$ cat config.mk
export PLATFORM = sky130hd
export DESIGN_NAME = debounce_sync
export DESIGN_NICKNAME = d
export VERILOG_FILES = /design/src/rtl/debounce_sync.sv
export SDC_FILE = /design/constraint.sdc
export NUM_CORES = 1
export LEC_CHECK = 0
export CAP_MARGIN = 20
export CELL_PAD_IN_SITES_DETAIL_PLACEMENT = 1
export CELL_PAD_IN_SITES_GLOBAL_PLACEMENT = 1
export CORE_AREA = 8 8 53 55
export DETAILED_ROUTE_END_ITERATION = 10
export DIE_AREA = 0 0 61 63
export PLACE_DENSITY = 0.89
export SYNTH_ARGS = -nofsm -noshare
export SYNTH_HDL_FRONTEND = slang
export SYNTH_SLANG_ARGS = --single-unit
$ cat constraint.sdc
create_clock -name clk -period 2.2 [get_ports clk]
set_input_delay 0.33 -clock clk [delete_from_list [all_inputs] [get_ports clk]]
set_output_delay 0.33 -clock clk [all_outputs]
set_load 0.01 [all_outputs]
$ cat src/rtl/debounce_sync.sv
// Synchronizer chain plus debounce FSM with registered level, rise/fall pulses and busy flag.
// Optional glitch counter is compiled in when DEBOUNCE_GLITCH_CNT_EN is defined.
//
// state     | meaning
// STABLE_LO | dout=0, waiting for s to go high
// WAIT_HI   | s high, counting stable cycles before dout rises
// STABLE_HI | dout=1, waiting for s to go low
// WAIT_LO   | s low, counting stable cycles before dout falls
module debounce_sync #(
    parameter int   SYNC_STAGES     = 2,
    parameter int   DEBOUNCE_CYCLES = 4,
    parameter int   CNT_W           = 8,
    parameter logic RESET_VAL       = 1'b0
) (
    input  logic       clk,
    input  logic       Rs,
    input  logic       din,
    output logic       dout,
    output logic       rise,
    output logic       fall,
    output logic       busy,
    output logic [7:0] glitch_cnt
);

    typedef enum logic [1:0] {
        STABLE_LO = 2'd0,
        WAIT_HI   = 2'd1,
        STABLE_HI = 2'd2,
        WAIT_LO   = 2'd3
    } state_t;

    localparam logic [CNT_W-1:0] CNT_LAST    = CNT_W'(DEBOUNCE_CYCLES - 1);
    localparam state_t           RESET_STATE = RESET_VAL ? STABLE_HI : STABLE_LO;

    logic [SYNC_STAGES-1:0] sync_q;
    logic                   s;
    state_t                 state_q, state_d;
    logic [CNT_W-1:0]       cnt_q, cnt_d;
    logic                   dout_q, dout_d;
    logic                   rise_q, rise_d;
    logic                   fall_q, fall_d;

    always_ff @(posedge clk) begin
        if (Rs) begin
            sync_q <= {SYNC_STAGES{RESET_VAL}};
        end else begin
            sync_q <= {sync_q[SYNC_STAGES-2:0], din};
        end
    end

    assign s = sync_q[SYNC_STAGES-1];

    always_ff @(posedge clk) begin
        if (Rs) begin
            state_q <= RESET_STATE;
            cnt_q   <= '0;
            dout_q  <= RESET_VAL;
            rise_q  <= 1'b0;
            fall_q  <= 1'b0;
        end else begin
            state_q <= state_d;
            cnt_q   <= cnt_d;
            dout_q  <= dout_d;
            rise_q  <= rise_d;
            fall_q  <= fall_d;
        end
    end

    always_comb begin
        state_d = state_q;
        cnt_d   = cnt_q;
        dout_d  = dout_q;
        rise_d  = 1'b0;
        fall_d  = 1'b0;
        case (state_q)
            STABLE_LO: begin
                if (s) begin
                    state_d = WAIT_HI;
                    cnt_d   = '0;
                end
            end
            WAIT_HI: begin
                // A revert, even in the last counting cycle, aborts the transition.
                if (!s) begin
                    state_d = STABLE_LO;
                end else if (cnt_q == CNT_LAST) begin
                    state_d = STABLE_HI;
                    dout_d  = 1'b1;
                    rise_d  = 1'b1;
                end else begin
                    cnt_d = cnt_q + CNT_W'(1);
                end
            end
            STABLE_HI: begin
                if (!s) begin
                    state_d = WAIT_LO;
                    cnt_d   = '0;
                end
            end
            WAIT_LO: begin
                if (s) begin
                    state_d = STABLE_HI;
                end else if (cnt_q == CNT_LAST) begin
                    state_d = STABLE_LO;
                    dout_d  = 1'b0;
                    fall_d  = 1'b1;
                end else begin
                    cnt_d = cnt_q + CNT_W'(1);
                end
            end
            default: begin
                state_d = RESET_STATE;
            end
        endcase
    end

    assign dout = dout_q;
    assign rise = rise_q;
    assign fall = fall_q;
    assign busy = (state_q == WAIT_HI) || (state_q == WAIT_LO);

`ifdef DEBOUNCE_GLITCH_CNT_EN
    logic       glitch_ev;
    logic [7:0] glitch_q;

    assign glitch_ev = ((state_q == WAIT_HI) && !s) || ((state_q == WAIT_LO) && s);

    always_ff @(posedge clk) begin
        if (Rs) begin
            glitch_q <= 8'd0;
        end else if (glitch_ev && (glitch_q != 8'hFF)) begin
            glitch_q <= glitch_q + 8'd1;
        end
    end

    assign glitch_cnt = glitch_q;
`else
    assign glitch_cnt = 8'd0;
`endif

endmodule
==> key figures, run 1 <==
Status
  • Status: finished clean

Worst setup path
  • CP max stage cell: clkdlybuf4s50_1
  • CP Class: flip-flop to output port
  • Worst path required time: 1.87 ns
  • Crit path max fanout: 10
  • CP Capture Type: output port
  • CP delay by family, top: buffers and inverters
  • CP bufs+invs: 1
  • Worst stage delay on the critical path: 0.61 ns
  • Type of origin of the critical path: flip-flop
  • Critical-path cell list: clkdlybuf4s50_1
  • Worst Path Arrival: 1.41 ns

Power and ir drop
  • Maximum VDD drop: 0.000236 V
  • PD cells: 575 nW/um^2
  • Total power: 475 uW
  • Static Leak: 0.269 nW

Global route
  • First-pass GRT wire length: 2590 um
  • Largest net degree at the start of global routing: 14
  • Gr ovfl total: 0
  • Number of global-route vias before repair: 597
  • Initial antenna violation count: 0
  • Total track usage: 8.95%

Synthesis
  • Top post-synthesis cells by area: dfxtp_1, buf_4, nor4b_2
  • Yosys warns: 0
  • Mapped Area: 754 um^2
  • XOR/XNOR share of the synthesized area: 1.16%
  • Simple-Gate Fraction of Synth Area: 27.2%
  • Dominant cell type by area after synthesis: dfxtp_1
  • Yosys cell types: 29
  • Adder-Cell Fraction of Synth Area: 1.66%
  • Post-synthesis instance total: 85
  • Register area share after synthesis: 39.8%
  • Post-synth top area share: 39.8%
  • Register bit total from synthesis: 15
  • Post-synthesis compound-gate area fraction: 14.8%
  • Multiplexer share of the synthesized area: 2.65%
  • Largest family of logic cells by synthesized area: simple AND/OR/NAND/NOR gates
  • Avg Inst Size Synth: 8.88 um^2

Timing
  • Setup Skew: 0.00356 ns
  • Final TNS setup: 0 ns
  • Hold Slack: 0.455 ns
  • Final setup vio count: 0
  • RSZ-0062 raised after global routing: no
  • Fmax: 0.573 GHz
  • Final Hold Vio Count: 0
  • Final period util: 79.3%
  • Min cycle time layout: 1.74 ns
  • Worst-margin pin slew: 0.924 ns
  • Rel. slew slack: 37.9%
  • Pins Over Slew Limit: 0

Place
  • Gpl congestion: 0.769
  • # port buffers: 6
  • Post-detail-place hpwl: 1190 um

Layout
  • P&R area growth vs syn: 9.45%
  • Share of cells above drive strength 1: 8.89%
  • ANT cells: 0
  • Final #Nets: 95

Drt
  • Post-route DRC: 0
  • Iter 0 DRT Violations: 6
  • Final wirelength: 1620 um
  • Per-cell routed wire length: 13.8 um
  • Drt via density: 5.06
  • Detailed-route via count: 597
  • Routed Antenna Nets: 0
  • TritonRoute pass-1 iters: 2

Die
  • Row cnt: 17
  • CORE AREA: 2060 um^2
  • Initial Util: 36.6%
  • Die Width: 61 um
  • Die Height: 63 um
  • Ports: 15
  • DIE AREA: 3840 um^2

CTS
  • CTS tree: built
  • Root Driver: clkbuf_4
  • TritonCTS buffer count: 3
  • Clk_lat worst skew: 0.29 ns
  • CTS sink count: 15
  • Max Buffers Root-to-Sink: 2
  • Hold buffers post-CTS: 0
  • Post CTS Setup Buffer Count: 0
  • CTS resizes: 0
  • CTS HTree Levels: 1
  • Clk slew on worst S/H paths: 0.09 ns

Worst hold path
  • Min-delay worst type: flip-flop to flip-flop

Flow run
  • Max-cap violation count: 0
worst register-to-register path: cells and delay by family, from the launching register on:
family          cells  cell delay, ns
compound gates      2            0.55
xor+xnor            1            0.76
flops               1            0.37
synth_stat cells, drive strengths merged:
library cell / n
xnor2: 1
mux2i: 2
a21oi: 6
or4b: 2
a31oi: 2
inv: 4
o211ai: 1
a21o: 1
o31ai: 2
nand3b: 1
nand4: 3
o32ai: 1
nor4: 1
ha: 1
or4: 3
nand3: 5
nand2: 6
or2b: 1
dfxtp: 15
or3: 2
nor2b: 2
o21ai: 6
nor2: 1
buf: 10
conb: 1
nor4b: 3
clkbuf: 2
layout by cell type, fill, tap and decap left out:
master           Yosys  layout
dfxtp_1             15      15
conb_1               1       8
nand2_1              6       6
a21oi_1              6       6
clkdlybuf4s50_1      0       6
nand3_1              5       5
inv_1                4       4
o21ai_0              4       4
nor4b_2              3       3
or4_1                3       3
nand4_1              3       3
clkbuf_4             0       3
a31oi_1              2       2
o31ai_1              2       2
or3_1                2       2
mux2i_1              2       2
nor2b_1              2       2
or4b_1               2       2
o21ai_1              2       2
xnor2_1              1       1
o211ai_1             1       1
or2b_2               1       1
nor4_1               1       1
a21o_1               1       1
o32ai_1              1       1
nand3b_1             1       1
nor2_1               1       1
ha_1                 1       1
clkinv_2             0       1
stage by stage:
stage	util, %	std cells	setup slack [ns]	cell area [um^2]
after detailed placement	38.7	114	0.497	798
after global routing	40.0	118	0.327	826
after CTS	40.0	118	0.440	826
final	40.0	118	0.456	826
after floorplan	-	92	0.852	781
after global placement	38.7	114	0.589	798
flip-flops by register name (all words and copies together), names as in the netlist, named ones only:
name / count
cnt_q: 8
dout: 1
rise: 1
sync_q: 2
fall: 1
state_q: 1
logic make-up (layout without fill, tap and decap cells):
kind of cell | after synthesis | after routing
AO/OA/AOI/OAI | 19 | 19
adder cells (fa/ha/maj) | 1 | 1
multiplexers | 2 | 2
buffers and inverters | 16 | 14
other | 1 | 8
XOR/XNOR | 1 | 1
flip-flops | 15 | 15
AND/OR/NAND/NOR | 30 | 30
routing by layer:
| layer | global-route usage (%) | share of wire, % | up-vias |
|---|---|---|---|
| met5 | 0 | 0 | - |
| met1 | 9.59 | 46 | 273 |
| met4 | 7.29 | 3.0 | 0 |
| met3 | 2.06 | 3.6 | 4 |
| li1 | - | - | 304 |
| met2 | 14.2 | 47 | 16 |
worst paths after layout:
path	end	from	cells past startpoint	slack (ns)
setup / recovery	busy	state_q[0]	1	0.46
hold / removal	sync_q[1]	sync_q[0]	1	0.46
setup reg to reg	cnt_q[5]	flip-flop	3	0.46
hold reg to reg	sync_q[1]	sync_q[0]	1	0.46
layout make-up:
cell class	instances	area, um^2
tap	28	35.0
fill	257	1240
timing repair buffer	6	60.1
clock buffer	3	22.5
clock inverter	1	5.00
inverter	4	15.0
multi-input combinational	61	388
sequential	15	300
report_power, final:
part | total, mW | internal [mW] | switching, mW | leakage [nW]
clock | 0.163 | 0.0677 | 0.0950 | 0.0177
combinational | 0.0331 | 0.0127 | 0.0205 | 0.130
sequential | 0.279 | 0.275 | 0.00385 | 0.121
total | 0.475 | 0.356 | 0.119 | 0.269
Power figures use the tool's default switching activity.
==> run 2, diff against run 1 <==
--- a/config.mk
+++ b/config.mk
@@ -8,10 +8,10 @@
 export CAP_MARGIN = 20
 export CELL_PAD_IN_SITES_DETAIL_PLACEMENT = 1
 export CELL_PAD_IN_SITES_GLOBAL_PLACEMENT = 1
-export CORE_AREA = 8 8 53 55
+export CORE_AREA = 8 8 55 57
 export DETAILED_ROUTE_END_ITERATION = 10
-export DIE_AREA = 0 0 61 63
-export PLACE_DENSITY = 0.89
+export DIE_AREA = 0 0 63 65
+export PLACE_DENSITY = 0.83
 export SYNTH_ARGS = -nofsm -noshare
 export SYNTH_HDL_FRONTEND = slang
 export SYNTH_SLANG_ARGS = --single-unit
==> constraint.sdc (replaced) <==
create_clock -name clk -period 1.7 [get_ports clk]
set_input_delay 0.255 -clock clk [delete_from_list [all_inputs] [get_ports clk]]
set_output_delay 0.255 -clock clk [all_outputs]
set_load 0.01 [all_outputs]
==> key figures, run 2 (synthesis results as in run 1) <==
Timing
  • Pins Over Slew Limit: 0 (unchanged)
  • Setup Skew: 0.00247 ns (-0.00109 ns)
  • Hold Slack: 0.443 ns (-0.0124 ns)
  • Final setup vio count: 0 (unchanged)
  • Final period util: 94.0%
  • Rel. slew slack: 64.2% (+26 points)
  • Fmax: 0.626 GHz
  • Min setup slack post-route: 0.102 ns (-0.354 ns)
  • Final Hold Vio Count: 0 (unchanged)
  • Min cycle time layout: 1.60 ns
  • Worst-margin pin slew: 0.534 ns (-0.390 ns)

Layout
  • Largest reg by FF count: cnt_q
  • P&R area growth vs syn: 11.4%
  • Share of cells above drive strength 1: 11.0% (+2.1 points)
  • Final #Nets: 96 (+1.1%)
  • ANT cells: 0 (unchanged)
  • Max reg flops: 8 (unchanged)
  • Leading cell type in the layout, fill and taps excluded: dfxtp_1
  • Most frequent cells in the layout: dfxtp_1, conb_1, nand2_1, a21oi_1, clkdlybuf4s50_1
  • Biggest regs: cnt_q (8), sync_q (2)

Drt
  • Iter 0 DRT Violations: 6 (unchanged)
  • Per-cell routed wire length: 15.0 um (+8.9%)
  • Post-route DRC: 0 (unchanged)
  • Final wirelength: 1780 um (+9.8%)
  • Drt via density: 5.29 (+4.5%)
  • Routed Antenna Nets: 0 (unchanged)
  • Detailed-route via count: 629 (+5.4%)
  • TritonRoute pass-1 iters: 3 (+1)

Flow run
  • Max-cap violation count: 0 (unchanged)

Place
  • Post-detail-place hpwl: 1330 um (+12%)
  • Gpl congestion: 0.724 (-5.9%)
  • # port buffers: 6 (unchanged)
  • Place WS: 0.0225 ns (-0.475 ns)

CTS
  • Post CTS Setup Buffer Count: 0 (unchanged)
  • Hold buffers post-CTS: 0 (unchanged)
  • Root Driver: clkbuf_4
  • CTS sink count: 15 (unchanged)
  • CTS tree: built
  • Max Buffers Root-to-Sink: 2 (unchanged)
  • TritonCTS buffer count: 3 (unchanged)
  • Clk_lat worst skew: 0.28 ns (about the same)
  • CTS HTree Levels: 1 (unchanged)
  • Clk slew on worst S/H paths: 0.08 ns (about the same)

Die
  • Die Height: 65 um (+3.2%)
  • Row cnt: 17 (unchanged)
  • CORE AREA: 2150 um^2 (+4.1%)
  • Initial Util: 35.1% (-1.4 points)
  • Die Width: 63 um (+3.3%)
  • DIE AREA: 4100 um^2 (+6.6%)
  • Ports: 15 (unchanged)

Worst setup path
  • CP Class: flip-flop to flip-flop
  • CP delay by family, top: simple AND/OR/NAND/NOR gates
  • Crit path max fanout: 6 (-4)
  • CP Capture Type: flip-flop
  • Worst path required time: 1.92 ns (+0.05 ns)
  • CP max stage cell: nor4b_2
  • Worst stage delay on the critical path: 0.40 ns (-0.21 ns)
  • Critical-path cell list: ha_1, nor4b_2, a21o_1, mux2i_1
  • Worst Path Arrival: 1.82 ns (+0.41 ns)
  • CP bufs+invs: 0 (-1)
  • Type of origin of the critical path: flip-flop

Global route
  • Number of global-route vias before repair: 692 (+16%)
  • Initial antenna violation count: 0 (unchanged)
  • Largest net degree at the start of global routing: 14 (unchanged)
  • Total track usage: 9.07% (+0.13 points)
  • Gr ovfl total: 0 (unchanged)
  • First-pass GRT wire length: 3000 um (+16%)

Power and ir drop
  • Total power: 610 uW (+28%)
  • Int Pwr: 466 uW (+31%)
  • Logic gate share of total power: 7.5% (+0.5 points)
  • Sw frac: 23.6% (-1.5 points)
  • Sequential power share: 59.4% (+0.6 points)
  • Clk pwr share: 33.2% (-1.1 points)
  • Static Leak: 0.274 nW (+1.6%)
  • Maximum VDD drop: 0.000354 V (+50%)
  • PD cells: 725 nW/um^2 (+26%)
  • Switching pwr: 144 uW (+20%)

Status
  • Status: finished clean

Worst hold path
  • Min-delay worst type: flip-flop to flip-flop
[run 2: changes by cell type in the layout (fill, tap and decap cells not counted)]
cell      previous run  this run
xnor2_1              1         0
xnor2_2              0         1
clkbuf_1             0         1
clkinv_2             1         0
dfxtp_2              0         1
dfxtp_1             15        14
buf_4                0         1
[run 2: metal layers]
| layer | global-route usage (%) | wire length (um) |
|---|---|---|
| met3 | 2.41 | 75 |
| met2 | 15.5 | 858 |
| met1 | 8.66 | 762 |
| met4 | 9.12 | 87 |
| met5 | 0 | 0 |
[run 2: cell type report]
type,instances,area (um^2)
timing repair buffer,7,67.6
sequential,15,302
inverter,4,15.0
clock buffer,4,26.3
fill,257,1310
multi-input combinational,61,395
tap,28,35.0
[run 2: power by group through the flow]
stage / Sequential [mW] / Combinational (mW) / Clock, mW
floorplan: 0.368 / 0.0431 / 0
global placement: 0.369 / 0.0430 / 0
detailed placement: 0.370 / 0.0447 / 0
CTS: 0.362 / 0.0449 / 0.214
global route: 0.363 / 0.0504 / 0.229
finish: 0.362 / 0.0455 / 0.202
[run 2: final timing paths]
kind          endpoint  slack, ns       from  cells past startpoint
min reg2reg  sync_q[1]       0.44  sync_q[0]                      1
max reg2reg   cnt_q[1]       0.10   cnt_q[0]                      4
max           cnt_q[1]       0.10   cnt_q[0]                      4
min          sync_q[1]       0.44  sync_q[0]                      1
[run 2: stage by stage]
step | instance area [um^2] | TNS [ns] | cells | util [%]
after floorplan | 781 | 0 | 92 | -
after global placement | 806 | 0 | 115 | 37.5
after detailed placement | 806 | 0 | 115 | 37.5
after CTS | 832 | 0 | 119 | 38.7
after global routing | 841 | -0.00388 | 119 | 39.1
final | 841 | 0 | 119 | 39.1
[run 2: what timing repair did]
action	in CTS	in global routing
gates resized for setup	0	2
endpoints found under the setup margin	0	8
endpoints found under the hold margin	0	0
==> run 3, diff against run 2 <==
--- a/config.mk
+++ b/config.mk
@@ -5,10 +5,12 @@
 export SDC_FILE = /design/constraint.sdc
 export NUM_CORES = 1
 export LEC_CHECK = 0
+export ABC_CLOCK_PERIOD_IN_PS = 1700
 export CAP_MARGIN = 20
 export CELL_PAD_IN_SITES_DETAIL_PLACEMENT = 1
 export CELL_PAD_IN_SITES_GLOBAL_PLACEMENT = 1
 export CORE_AREA = 8 8 55 57
+export CTS_BUF_LIST = sky130_fd_sc_hd__clkbuf_16
 export DETAILED_ROUTE_END_ITERATION = 10
 export DIE_AREA = 0 0 63 65
 export PLACE_DENSITY = 0.83
==> key figures, run 3 (synthesis results as in run 1) <==
Worst hold path
  • Min-delay worst type: flip-flop to flip-flop
  • Hold_sp: sync_q[0]

Drt
  • Per-cell routed wire length: 16.7 um (+12%)
  • Routed Antenna Nets: 0 (unchanged)
  • Post-route DRC: 0 (unchanged)
  • Final wirelength: 1990 um (+12%)
  • Detailed-route via count: 644 (+2.4%)
  • TritonRoute pass-1 iters: 4 (+1)
  • Drt via density: 5.41 (+2.4%)
  • Iter 0 DRT Violations: 6 (unchanged)

Worst setup path
  • Worst stage delay on the critical path: 0.62 ns (+0.22 ns)
  • CP Capture Type: output port
  • Crit path launch: state_q[0]
  • Worst Path Arrival: 1.40 ns (-0.42 ns)
  • CP Class: flip-flop to output port
  • Worst r2r src: cnt_q[0]
  • Crit path max fanout: 10 (+4)
  • CP max stage cell: clkdlybuf4s50_1
  • Worst path required time: 1.44 ns (-0.48 ns)
  • Type of origin of the critical path: flip-flop
  • CP delay by family, top: buffers and inverters
  • CP bufs+invs: 1 (+1)
  • Critical-path cell list: clkdlybuf4s50_1

Global route
  • Largest net degree at the start of global routing: 14 (unchanged)
  • First-pass GRT wire length: 3220 um (+7.1%)
  • Initial antenna violation count: 0 (unchanged)
  • Number of global-route vias before repair: 682 (-1.4%)
  • Total track usage: 10.0% (+0.93 points)
  • Gr ovfl total: 0 (unchanged)

Place
  • # port buffers: 6 (unchanged)
  • Post-place instance area: 806 um^2 (unchanged)
  • Gpl congestion: 0.724 (unchanged)
  • Post-detail-place hpwl: 1330 um (unchanged)

Die
  • DIE AREA: 4100 um^2 (unchanged)
  • Initial Util: 35.1% (unchanged)
  • Die Width: 63 um (unchanged)
  • CORE AREA: 2150 um^2 (unchanged)
  • Row cnt: 17 (unchanged)
  • Die Height: 65 um (unchanged)
  • Ports: 15 (unchanged)

Layout
  • Largest reg by FF count: cnt_q
  • P&R area growth vs syn: 18.2%
  • Share of cells above drive strength 1: 9.89% (-1.1 points)
  • Final instance area: 892 um^2 (+6.1%)
  • Leading cell type in the layout, fill and taps excluded: dfxtp_1
  • Max reg flops: 8 (unchanged)
  • Final #Nets: 96 (unchanged)
  • ANT cells: 0 (unchanged)
  • Most frequent cells in the layout: dfxtp_1, conb_1, nand2_1, a21oi_1, clkdlybuf4s50_1
  • Biggest regs: cnt_q (8), sync_q (2)

Power and ir drop
  • Total power: 862 uW (+41%)
  • Static Leak: 0.300 nW (+9.8%)
  • Maximum VDD drop: 0.000460 V (+30%)
  • PD cells: 967 nW/um^2 (+33%)

CTS
  • CTS tree: built
  • Max Buffers Root-to-Sink: 2 (unchanged)
  • TritonCTS buffer count: 3 (unchanged)
  • CTS HTree Levels: 1 (unchanged)
  • Clk slew on worst S/H paths: 0.05 ns (-0.03 ns)
  • Post CTS Setup Buffer Count: 0 (unchanged)
  • Clk_lat worst skew: 0.24 ns (-0.04 ns)
  • Root Driver: clkbuf_16
  • CTS sink count: 15 (unchanged)

Timing
  • RSZ-0062 raised after global routing: no
  • Worst-margin pin slew: 0.544 ns (+0.0101 ns)
  • Pins Over Slew Limit: 0 (unchanged)
  • Final period util: 97.2% (+3.2 points)
  • Setup Skew: 0.00247 ns (-0.00000641 ns)
  • Min cycle time layout: 1.65 ns (+0.0538 ns)
  • Rel. slew slack: 63.5% (-0.68 points)
  • Fmax: 0.605 GHz (-3.3%)
  • Final Hold Vio Count: 0 (unchanged)
  • Final TNS setup: 0 ns (unchanged)
  • Final setup vio count: 0 (unchanged)

Flow run
  • Max-cap violation count: 0 (unchanged)

Status
  • Status: finished clean
run 3: area by class of cell:
type                            count  area [um^2]
Multi-Input combinational cell     61          395
Clock inverter                      1         3.75
Sequential cell                    15          300
Tap cell                           28         35.0
Clock buffer                        3         75.1
Timing Repair Buffer                7         67.6
Inverter                            4         15.0
Fill cell                         260         1260
run 3: worst register-to-register path, stage by stage, from the launching register on:
cell and delay (ns):
dfxtp_1 0.36, ha_1 0.28, nor4b_2 0.39, a21o_1 0.28, mux2i_1 0.19
run 3: where the power goes:
group / total [mW] / switching (mW) / internal [mW]
sequential: 0.364 / 0.00601 / 0.358
clock: 0.452 / 0.141 / 0.311
combinational: 0.0463 / 0.0279 / 0.0184
run 3: what timing repair did:
item / in CTS / in global routing
hold buffers: 0 / 0
gates resized for setup: 1 / 0
endpoints found under the setup margin: 4 / 0
run 3: stage by stage:
step                cells  worst slack, ns  hold WS, ns  utilization (%)
detailed placement    115           0.0225        0.427             37.5
global route          119          0.00614        0.456             41.5
global placement      115            0.182        0.418             37.5
floorplan              92            0.352        0.383                -
CTS                   119           0.0555        0.438             41.5
finish                119           0.0483        0.434             41.5
run 3: routing by layer:
metal,GRT usage (%),up-vias,share of wire (%)
met3,2.92,6,4.4
met2,17.0,18,49
li1,-,308,-
met1,9.94,312,43
met5,0,-,0
met4,8.55,0,3.4
run 3: final timing paths:
| kind | end | slack (ns) | cells past startpoint |
|---|---|---|---|
| worst min register to register | sync_q[1] | 0.43 | 1 |
| worst max-delay path | busy | 0.05 | 1 |
| worst max register to register | cnt_q[1] | 0.13 | 4 |
| worst min-delay path | sync_q[1] | 0.43 | 1 |
